File: config.mk
export PLATFORM = sky130hd
export DESIGN_NAME = seq_share_ctrl_flat
export DESIGN_NICKNAME = d
export VERILOG_FILES = /design/src/rtl/seq_share_if.sv /design/src/rtl/seq_share_ctrl.sv /design/src/flat_wrapper.sv
export SDC_FILE = /design/constraint.sdc
export NUM_CORES = 1
export LEC_CHECK = 0
export ABC_CLOCK_PERIOD_IN_PS = 4700
export CAP_MARGIN = 20
export CORE_UTILIZATION = 54
export CTS_CLUSTER_SIZE = 14
export DETAILED_ROUTE_END_ITERATION = 6
export HOLD_SLACK_MARGIN = 0.12
export PLACE_DENSITY = 0.84
export SLEW_MARGIN = 20
export SYNTH_ARGS = -nofsm -noshare
export SYNTH_HDL_FRONTEND = slang
export SYNTH_SLANG_ARGS = --single-unit
File: constraint.sdc
create_clock -name clk -period 4.7 [get_ports clk]
set_input_delay 1.41 -clock clk [delete_from_list [all_inputs] [get_ports clk]]
set_output_delay 1.41 -clock clk [all_outputs]
set_load 0.01 [all_outputs]
File: src/rtl/seq_share_if.sv
// Bundle between the shared-detector scheduler, its requesters
// and the single detector instance.
interface seq_share_if #(
    parameter int NREQ  = 4,
    parameter int ID_W  = 2,
    parameter int CNT_W = 4
);
    logic [NREQ-1:0]  req;
    logic [NREQ-1:0]  req_bit;
    logic [NREQ-1:0]  bit_rd;
    logic             det_rst;
    logic             det_in;
    logic             det_out;
    logic             busy;
    logic [ID_W-1:0]  gnt_id;
    logic             done;
    logic [ID_W-1:0]  done_id;
    logic [CNT_W-1:0] hit_cnt;
    logic             hit;

    modport master (
        input  req, req_bit, det_out,
        output bit_rd, det_rst, det_in, busy, gnt_id,
        output done, done_id, hit_cnt, hit
    );

    modport slave (
        output req, req_bit, det_out,
        input  bit_rd, det_rst, det_in, busy, gnt_id,
        input  done, done_id, hit_cnt, hit
    );
endinterface

File: src/rtl/seq_share_ctrl.sv
// Round-robin frame scheduler time-sharing one serial sequence
// detector among NREQ bit-stream requesters.
module seq_share_ctrl #(
    parameter int NREQ      = 4,
    parameter int FRAME_LEN = 8,
    parameter int ID_W      = 2,
    parameter int CNT_W     = 4
) (
    input  logic       clk,
    input  logic       rst,
    seq_share_if.master bus
);
    typedef enum logic [2:0] {
        IDLE,
        GRANT,
        SHIFT,
        DRAIN,
        DONE
    } state_t;

    state_t           state;
    state_t           nxt;
    logic [ID_W-1:0]  last;
    logic [ID_W-1:0]  base;
    logic [ID_W-1:0]  win;
    logic [ID_W-1:0]  idx;
    logic             found;
    logic             any;
    logic [ID_W-1:0]  gnt_q;
    logic [ID_W-1:0]  done_id_q;
    logic [CNT_W-1:0] bcnt;
    logic [CNT_W-1:0] acc;
    logic [CNT_W-1:0] acc_nx;
    logic [CNT_W-1:0] hit_cnt_q;
    logic             hit_q;
    logic             det_rst_q;
    logic             samp;
    logic             last_bit;
    logic             last_drain;

    assign any = |bus.req;

    // In DONE, last is about to become gnt_q, so search from there.
    assign base = (state == DONE) ? gnt_q : last;

    always_comb begin
        win   = base;
        found = 1'b0;
        idx   = '0;
        for (int i = 1; i <= NREQ; i++) begin
            idx = ID_W'((int'(base) + i) % NREQ);
            if (!found && bus.req[idx]) begin
                win   = idx;
                found = 1'b1;
            end
        end
    end

    assign last_bit   = (bcnt == CNT_W'(FRAME_LEN - 1));
    assign last_drain = (bcnt == CNT_W'(1));

    always_comb begin
        nxt = state;
        unique case (state)
            IDLE:    if (any) nxt = GRANT;
            GRANT:   nxt = SHIFT;
            SHIFT:   if (last_bit) nxt = DRAIN;
            DRAIN:   if (last_drain) nxt = DONE;
            DONE:    nxt = any ? GRANT : IDLE;
            default: nxt = IDLE;
        endcase
    end

    // Detector output lags its input by two cycles, so the window
    // skips the first two SHIFT edges and covers both DRAIN edges.
    assign samp = ((state == SHIFT) && (bcnt >= CNT_W'(2)))
                || (state == DRAIN);

    always_comb begin
        acc_nx = acc;
        if (samp && bus.det_out && (acc != '1))
            acc_nx = acc + CNT_W'(1);
    end

    always_ff @(posedge clk or posedge rst) begin
        if (rst) begin
            state     <= IDLE;
            last      <= ID_W'(NREQ - 1);
            gnt_q     <= '0;
            done_id_q <= '0;
            bcnt      <= '0;
            acc       <= '0;
            hit_cnt_q <= '0;
            hit_q     <= 1'b0;
            det_rst_q <= 1'b1;
        end else begin
            state     <= nxt;
            det_rst_q <= !((nxt == SHIFT) || (nxt == DRAIN));
            if (state != nxt)
                bcnt <= '0;
            else if ((state == SHIFT) || (state == DRAIN))
                bcnt <= bcnt + CNT_W'(1);
            if (state == GRANT)
                acc <= '0;
            else
                acc <= acc_nx;
            if (nxt == GRANT)
                gnt_q <= win;
            if (state == DONE)
                last <= gnt_q;
            if ((state == DRAIN) && (nxt == DONE)) begin
                done_id_q <= gnt_q;
                hit_cnt_q <= acc_nx;
                hit_q     <= (acc_nx != '0);
            end
        end
    end

    assign bus.det_rst = det_rst_q;
    assign bus.busy    = (state != IDLE);
    assign bus.done    = (state == DONE);
    assign bus.gnt_id  = gnt_q;
    assign bus.done_id = done_id_q;
    assign bus.hit_cnt = hit_cnt_q;
    assign bus.hit     = hit_q;
    assign bus.bit_rd  = (state == SHIFT) ? (NREQ'(1) << gnt_q) : '0;
    assign bus.det_in  = (state == SHIFT) && bus.req_bit[gnt_q];
endmodule

File: src/flat_wrapper.sv
// flat-port wrapper written by rule: the top's interface ports become plain ports
module seq_share_ctrl_flat 
#(
    parameter int NREQ      = 4,
    parameter int FRAME_LEN = 8,
    parameter int ID_W      = 2,
    parameter int CNT_W     = 4
)
  (clk, rst, bus_req, bus_req_bit, bus_det_out, bus_bit_rd, bus_det_rst, bus_det_in, bus_busy, bus_gnt_id, bus_done, bus_done_id, bus_hit_cnt, bus_hit);
  seq_share_if #(.NREQ(NREQ), .ID_W(ID_W), .CNT_W(CNT_W)) bus_i ();
  input  logic clk;
  input  logic rst;
  input wire logic [$bits(bus_i.req)-1:0] bus_req;
  input wire logic [$bits(bus_i.req_bit)-1:0] bus_req_bit;
  input wire logic [$bits(bus_i.det_out)-1:0] bus_det_out;
  output wire logic [$bits(bus_i.bit_rd)-1:0] bus_bit_rd;
  output wire logic [$bits(bus_i.det_rst)-1:0] bus_det_rst;
  output wire logic [$bits(bus_i.det_in)-1:0] bus_det_in;
  output wire logic [$bits(bus_i.busy)-1:0] bus_busy;
  output wire logic [$bits(bus_i.gnt_id)-1:0] bus_gnt_id;
  output wire logic [$bits(bus_i.done)-1:0] bus_done;
  output wire logic [$bits(bus_i.done_id)-1:0] bus_done_id;
  output wire logic [$bits(bus_i.hit_cnt)-1:0] bus_hit_cnt;
  output wire logic [$bits(bus_i.hit)-1:0] bus_hit;
  assign bus_i.req = bus_req;
  assign bus_i.req_bit = bus_req_bit;
  assign bus_i.det_out = bus_det_out;
  assign bus_bit_rd = bus_i.bit_rd;
  assign bus_det_rst = bus_i.det_rst;
  assign bus_det_in = bus_i.det_in;
  assign bus_busy = bus_i.busy;
  assign bus_gnt_id = bus_i.gnt_id;
  assign bus_done = bus_i.done;
  assign bus_done_id = bus_i.done_id;
  assign bus_hit_cnt = bus_i.hit_cnt;
  assign bus_hit = bus_i.hit;
  seq_share_ctrl #(.NREQ(NREQ), .FRAME_LEN(FRAME_LEN), .ID_W(ID_W), .CNT_W(CNT_W)) u_core (.clk(clk), .rst(rst), .bus(bus_i));
endmodule
==> run_results.csv, run 1 <==
group,metric,value,unit
run_status,status,"finished, final reports clean",
global_routing,grt_max_degree,24,
logic_synthesis,synth_common_cells,"nor2_1 (24), dfrtp_1 (20), inv_1 (13)",
clock_network,hold_buffers,0,
finish,drive_gt1_frac,0.1226,
global_routing,busiest_layer,"met2",
global_routing,grt_remaining_overflow,0,
logic_synthesis,synthArstFlopShare,1.000,
global_routing,grt_use_total,0.2285,
global_routing,grt_pass1_vias,990,
sta,fin_skew,9.747,ps
clock_network,cts_setup_buffers,0,
logic_synthesis,avgSynthCellArea,10.31,µm²
sta,setup_viol,0,
drt,routed-via-count,1009,
global_routing,antenna_found_initial,0,
power_and_ir_drop,peakVddDrop,475.1,µV
worst_setup_path,crit_fanout,1,
clock_network,cts-root-buf,"clkbuf_4",
clock_network,htreeDepth,1,
global_routing,grtUsageMet3,0.03571,
clock_network,tritoncts,"done",
die,dieArea,0.002625,mm²
drt,wl,2.540,mm
finish,diodes,0,
global_routing,met2_usage,0.4101,
logic_synthesis,synthCells,127,
worst_hold_path,hp-class,"register to register",
logic_synthesis,synth_area,0.001309,mm²
power_and_ir_drop,power,991.2,µW
logic_synthesis,synth_area_leader_cell,"dfrtp_1",
logic_synthesis,synth_fp_nets,142,
worst_setup_path,cp-start-kind,"input pin",
power_and_ir_drop,p_leak,0.0006620,µW
sta,worstMarginPinSlew,859.0,ps
placement,gp_congestion,0.8291,
power_and_ir_drop,pwr-share-seq,0.396,
logic_synthesis,synth_edf_count,0,
flow_run,maxCapViolations,0,
power_and_ir_drop,power_frac_clock,0.093,
finish,postLayoutCellArea,0.001610,mm²
sta,final_max_slew_viol_count,0,
global_routing,grt_pass1_wl,4.381,mm
power_and_ir_drop,p_sw,400.9,µW
sta,relSlewSlack,0.4267,
logic_synthesis,synth.most_common_cell,"nor2_1",
clock_network,clk_path_buf_depth,2,
die,num_io_pins,28,
sta,rsz0062_at_grt,"no",
logic_synthesis,synth_ff_type,"dfrtp_1",
power_and_ir_drop,power_density,615.5,mW/mm²
finish,area_delta_synth_final,23.04,%
placement,hpwl,1.930,mm
clock_network,cts_sinks,23,
logic_synthesis,seq_area_frac_synth,0.4426,
clock_network,cts_resized,0,
logic_synthesis,synth.distinct_cells,43,
sta,fin_setup_tns,0,ps
sta,fin_crit,4330,ps
sta,hold_viol,0,
global_routing,gr-usage-met1,0.2660,
worst_setup_path,worst_setup_path_end_kind,"output pin",
die,fp.dieW,51.23,µm
die,initial_core_util,0.5805,
finish,multi_input_area,650.6,µm²
finish,regArea,579.3,µm²
power_and_ir_drop,combPwrFrac,0.511,
finish,fill_cells,181,
clock_network,clk_latency,320,ps
power_and_ir_drop,p_sw_frac,0.4045,
logic_synthesis,ys_ff_latch,23,
drt,drc_errors,0,
placement,port_buffers,27,
logic_synthesis,synth_warnings,0,
placement,placedInstanceArea,0.001584,mm²
logic_synthesis,synth_top_area_frac,0.3824,
sta,post-route-period-util,0.9213,
drt,drt_iter0_drc,20,
worst_setup_path,worstPathRequired,3290,ps
drt,drtPass1Iterations,4,
finish,final_nets,171,
die,die_h,51.23,µm
worst_setup_path,arrival,2920,ps
power_and_ir_drop,internal-power,590.3,µW
sta,timing.fmax,230.9,MHz
drt,wl_per_cell,13.88,µm
die,rows,17,
clock_network,cts_made_buffers,3,
clock_network,clk_pin_slew,120,ps
logic_synthesis,synth_area_leaders,"dfrtp_1 (38%), nor2_1 (6.9%), dfstp_2 (6.0%)",
drt,ant_nets,0,
die,coreArea,0.002255,mm²
worst_setup_path,crit_type,"input pin to output pin",
drt,via_per_inst,5.514,
==> metrics by stage <==
stage | worst slack [ps] | util | hold slack, ps | std cells
2_1_floorplan | 1257 | - | 546.7 | 127
3_3_place_gp | 413.6 | 0.7026 | 490.8 | 179
3_5_place_dp | 371.1 | 0.7026 | 494.9 | 179
4_1_cts | 371.1 | 0.7142 | 522.4 | 183
5_1_grt | 326.5 | 0.7142 | 526.3 | 183
6_report | 369.8 | 0.7142 | 518.3 | 183
==> path summary, 6_finish.rpt <==
kind | start | depth (start not counted) | to | slack [ps]
hold reg to reg | u_core.bus.done_id[1] | 1 | u_core.bus.done_id[1] | 520
setup reg to reg | u_core.bcnt[1] | 7 | u_core.bus.hit | 2370
setup / recovery | bus_req_bit[3] | 4 | bus_det_in | 370
max in group asynchronous | rst | 2 | u_core.bus.gnt_id[1] | 2610
hold / removal | u_core.bus.done_id[1] | 1 | u_core.bus.done_id[1] | 520
min in group asynchronous | rst | 2 | u_core.acc[3] | 1550
==> critical path, stage by stage <==
cell and delay (ps):
clkdlybuf4s50_1 390, mux4_2 470, and2_1 170, clkdlybuf4s50_1 480
==> power by group through the flow <==
stage | logic [µW] | registers (µW) | clock network, µW
after floorplan | 338 | 379 | 0
after detailed placement | 510 | 396 | 0
after global placement | 492 | 389 | 0
after CTS | 512 | 392 | 94.1
final | 507 | 392 | 92.3
after global routing | 559 | 407 | 99.3
==> area by class of cell <==
type                       count  share of cell area
clock buffer                   4             0.01632
multi-input combinational     88              0.4040
timing repair buffer          27              0.1678
sequential                    23              0.3598
inverter                      13             0.03030
tap                           28             0.02176
==> cells by family after synthesis <==
kind of cell,after synthesis,synth area share
and+or+nand+nor,47,0.2065
AOI/OAI and AO/OA,23,0.1348
DFF,23,0.4426
buffers and inverters,16,0.06023
muxes,9,0.08413
xor gates and xnor gates,5,0.03346
adders and majority gates,4,0.03824
==> registers in the layout, indices dropped and copies added (netlist names) <==
| signal | cells |
|---|---|
| u_core.acc | 4 |
| u_core.bcnt | 4 |
| u_core.bus.hit_cnt | 4 |
| u_core.state | 3 |
| u_core.bus.done_id | 2 |
| u_core.bus.gnt_id | 2 |
| u_core.last | 2 |
| u_core.bus.det_rst | 1 |
| u_core.bus.hit | 1 |
==> placed cells by master, fill, tap and decap left out, types with 3 or more instances in the layout <==
master           Yosys  final
o211ai_1             3      3
ha_1                 4      4
inv_1               13     13
clkbuf_4             0      3
dfrtp_1             20     20
xnor2_1              4      4
nand2_1              6      6
a21oi_1              5      5
mux2i_1              5      5
clkdlybuf4s50_1      0     27
nor2_1              24     24
nor3b_1              3      3
dfstp_2              3      3
==> layer usage <==
| metal | routed length (µm) | vias up |
|---|---|---|
| li1 | - | 494 |
| met1 | 1062 | 494 |
| met2 | 1371 | 17 |
| met3 | 71 | 4 |
| met4 | 34 | 0 |
| met5 | 0 | - |
Note: power is estimated with default switching activity, not from simulation.
==> run 2, diff against run 1 <==
--- a/config.mk
+++ b/config.mk
@@ -12,6 +12,7 @@
 export DETAILED_ROUTE_END_ITERATION = 6
 export HOLD_SLACK_MARGIN = 0.12
 export PLACE_DENSITY = 0.84
+export SETUP_SLACK_MARGIN = 0.5
 export SLEW_MARGIN = 20
 export SYNTH_ARGS = -nofsm -noshare
 export SYNTH_HDL_FRONTEND = slang
==> run_results.csv, run 2 (synthesized netlist as in run 1, its figures left out) <==
group,metric,value,unit
run_status,status,"finished, final reports clean",
worst_setup_path,crit_start,"bus_req_bit[3]",
worst_setup_path,worstPathBufferInverterCount,2,
global_routing,grt_remaining_overflow,0,
sta,rsz0062_at_grt,"no",
worst_setup_path,crit_fanout,1,
global_routing,grt_pass1_vias,990,
power_and_ir_drop,power,987.3,µW
sta,fin_setup_tns,0,ps
drt,drt_iter0_drc,20,
global_routing,grt_use_total,0.2285,
sta,fin_crit,4129,ps
sta,final_max_slew_viol_count,0,
drt,wl_per_cell,13.88,µm
finish,postLayoutCellArea,0.001609,mm²
placement,gp_congestion,0.8291,
finish,diodes,0,
flow_run,maxCapViolations,0,
clock_network,htreeDepth,1,
finish,multi_input_area,650.6,µm²
finish,regArea,579.3,µm²
finish,fill_cells,182,
sta,fin_ws,570.6,ps
finish,final_common_cell,"clkdlybuf4s50_1",
sta,setup_viol,0,
clock_network,cts_made_buffers,3,
worst_hold_path,hp-start,"u_core.bus.done_id[1]",
worst_setup_path,crit_type,"input pin to output pin",
finish,final_cell_mix,"clkdlybuf4s50_1 (26), nor2_1 (24), dfrtp_1 (20), inv_1 (13), nand2_1 (6)",
die,initial_core_util,0.5805,
sta,fin_skew,9.747,ps
clock_network,clk_pin_slew,120,ps
drt,wl,2.540,mm
placement,post-place-ws,371.1,ps
power_and_ir_drop,p_leak,0.0006653,µW
clock_network,clk_latency,320,ps
drt,routed-via-count,1009,
worst_setup_path,timing.rr.start,"u_core.bcnt[1]",
worst_setup_path,critPathTopFamily,"buffers and inverters",
sta,timing.fmax,242.2,MHz
worst_setup_path,worstPathRequired,3290,ps
die,die_h,51.23,µm
power_and_ir_drop,power_density,613.6,mW/mm²
worst_setup_path,critPathMaxStageDelay,470,ps
clock_network,clk_path_buf_depth,2,
placement,port_buffers,27,
finish,drive_gt1_frac,0.1226,
clock_network,tritoncts,"done",
sta,hold_viol,0,
die,rows,17,
sta,post-route-period-util,0.8786,
sta,relSlewSlack,0.4267,
worst_setup_path,arrival,2720,ps
power_and_ir_drop,combPwrFrac,0.509,
power_and_ir_drop,internal-power,586.6,µW
worst_setup_path,worst_setup_path_end_kind,"output pin",
placement,placedInstanceArea,0.001584,mm²
clock_network,cts_setup_buffers,0,
worst_setup_path,crit_chain,"clkdlybuf4s50_1 > mux4_2 > and2_1 > dlygate4sd2_1",
worst_setup_path,cp-start-kind,"input pin",
worst_hold_path,hp-class,"register to register",
die,num_io_pins,28,
die,coreArea,0.002255,mm²
power_and_ir_drop,peakVddDrop,474.4,µV
clock_network,cts_sinks,23,
global_routing,grt_pass1_wl,4.381,mm
drt,via_per_inst,5.514,
drt,drc_errors,0,
die,fp.dieW,51.23,µm
global_routing,grt_max_degree,24,
drt,ant_nets,0,
sta,hold_slack,518.3,ps
worst_setup_path,cpMaxStageDelayCell,"mux4_2",
finish,area_delta_synth_final,22.94,%
power_and_ir_drop,p_sw_frac,0.4058,
drt,drtPass1Iterations,4,
placement,hpwl,1.930,mm
die,dieArea,0.002625,mm²
clock_network,cts-root-buf,"clkbuf_4",
power_and_ir_drop,p_sw,400.7,µW
finish,final_nets,171,
global_routing,antenna_found_initial,0,
power_and_ir_drop,pwr-share-seq,0.397,
power_and_ir_drop,power_frac_clock,0.093,
sta,worstMarginPinSlew,859.0,ps
-- run 2: changes by cell type in the layout (fill, tap and decap cells not counted) --
cell             before  now
dlygate4sd2_1         0    1
clkdlybuf4s50_1      27   26
-- run 2: layout make-up --
type,count,area share
Inverter,13,0.03033
Timing Repair Buffer,27,0.1672
Clock buffer,4,0.01633
Tap cell,28,0.02177
Sequential cell,23,0.3600
Multi-Input combinational cell,88,0.4044
-- run 2: worst paths after layout --
check | endpoint | slack (ps) | depth (start not counted)
min in group asynchronous | u_core.acc[3] | 1550 | 2
max reg2reg | u_core.bus.hit | 2370 | 7
max | bus_det_in | 570 | 4
min | u_core.bus.done_id[1] | 520 | 1
min reg2reg | u_core.bus.done_id[1] | 520 | 1
max in group asynchronous | u_core.bus.gnt_id[1] | 2610 | 2
-- run 2: stage by stage --
stage / cells / utilization
2_1_floorplan: 127 / -
3_3_place_gp: 179 / 0.7026
3_5_place_dp: 179 / 0.7026
4_1_cts: 183 / 0.7137
5_1_grt: 183 / 0.7137
6_report: 183 / 0.7137
-- run 2: metal layers --
layer | up-vias | track usage | wire length [µm]
met1 | 494 | 0.2660 | 1062
met4 | 0 | 0.1036 | 34
li1 | 494 | - | -
met3 | 4 | 0.03571 | 71
met5 | - | 0 | 0
met2 | 17 | 0.4101 | 1371
-- run 2: power by group through the flow --
| stage | sequential [µW] | clock, µW | combinational, µW |
|---|---|---|---|
| final | 392 | 92.3 | 503 |
| after global routing | 407 | 99.3 | 556 |
| after CTS | 392 | 94.1 | 508 |
| after detailed placement | 396 | 0 | 510 |
| after global placement | 389 | 0 | 492 |
| after floorplan | 379 | 0 | 338 |
-- run 2: repair_timing --
item | 4_1_cts | 5_1_grt
setup endpoints to repair | 1 | 0
hold endpoints to repair | 0 | 0
resized for setup | 1 | 0
hold buffers | 0 | 0
==> run 3, diff against run 2 <==
--- a/config.mk
+++ b/config.mk
@@ -13,7 +13,6 @@
 export HOLD_SLACK_MARGIN = 0.12
 export PLACE_DENSITY = 0.84
 export SETUP_SLACK_MARGIN = 0.5
-export SLEW_MARGIN = 20
 export SYNTH_ARGS = -nofsm -noshare
 export SYNTH_HDL_FRONTEND = slang
 export SYNTH_SLANG_ARGS = --single-unit
==> results of run 3 <==
No change in the layout: final DEF, timing and power equal those of run 2.
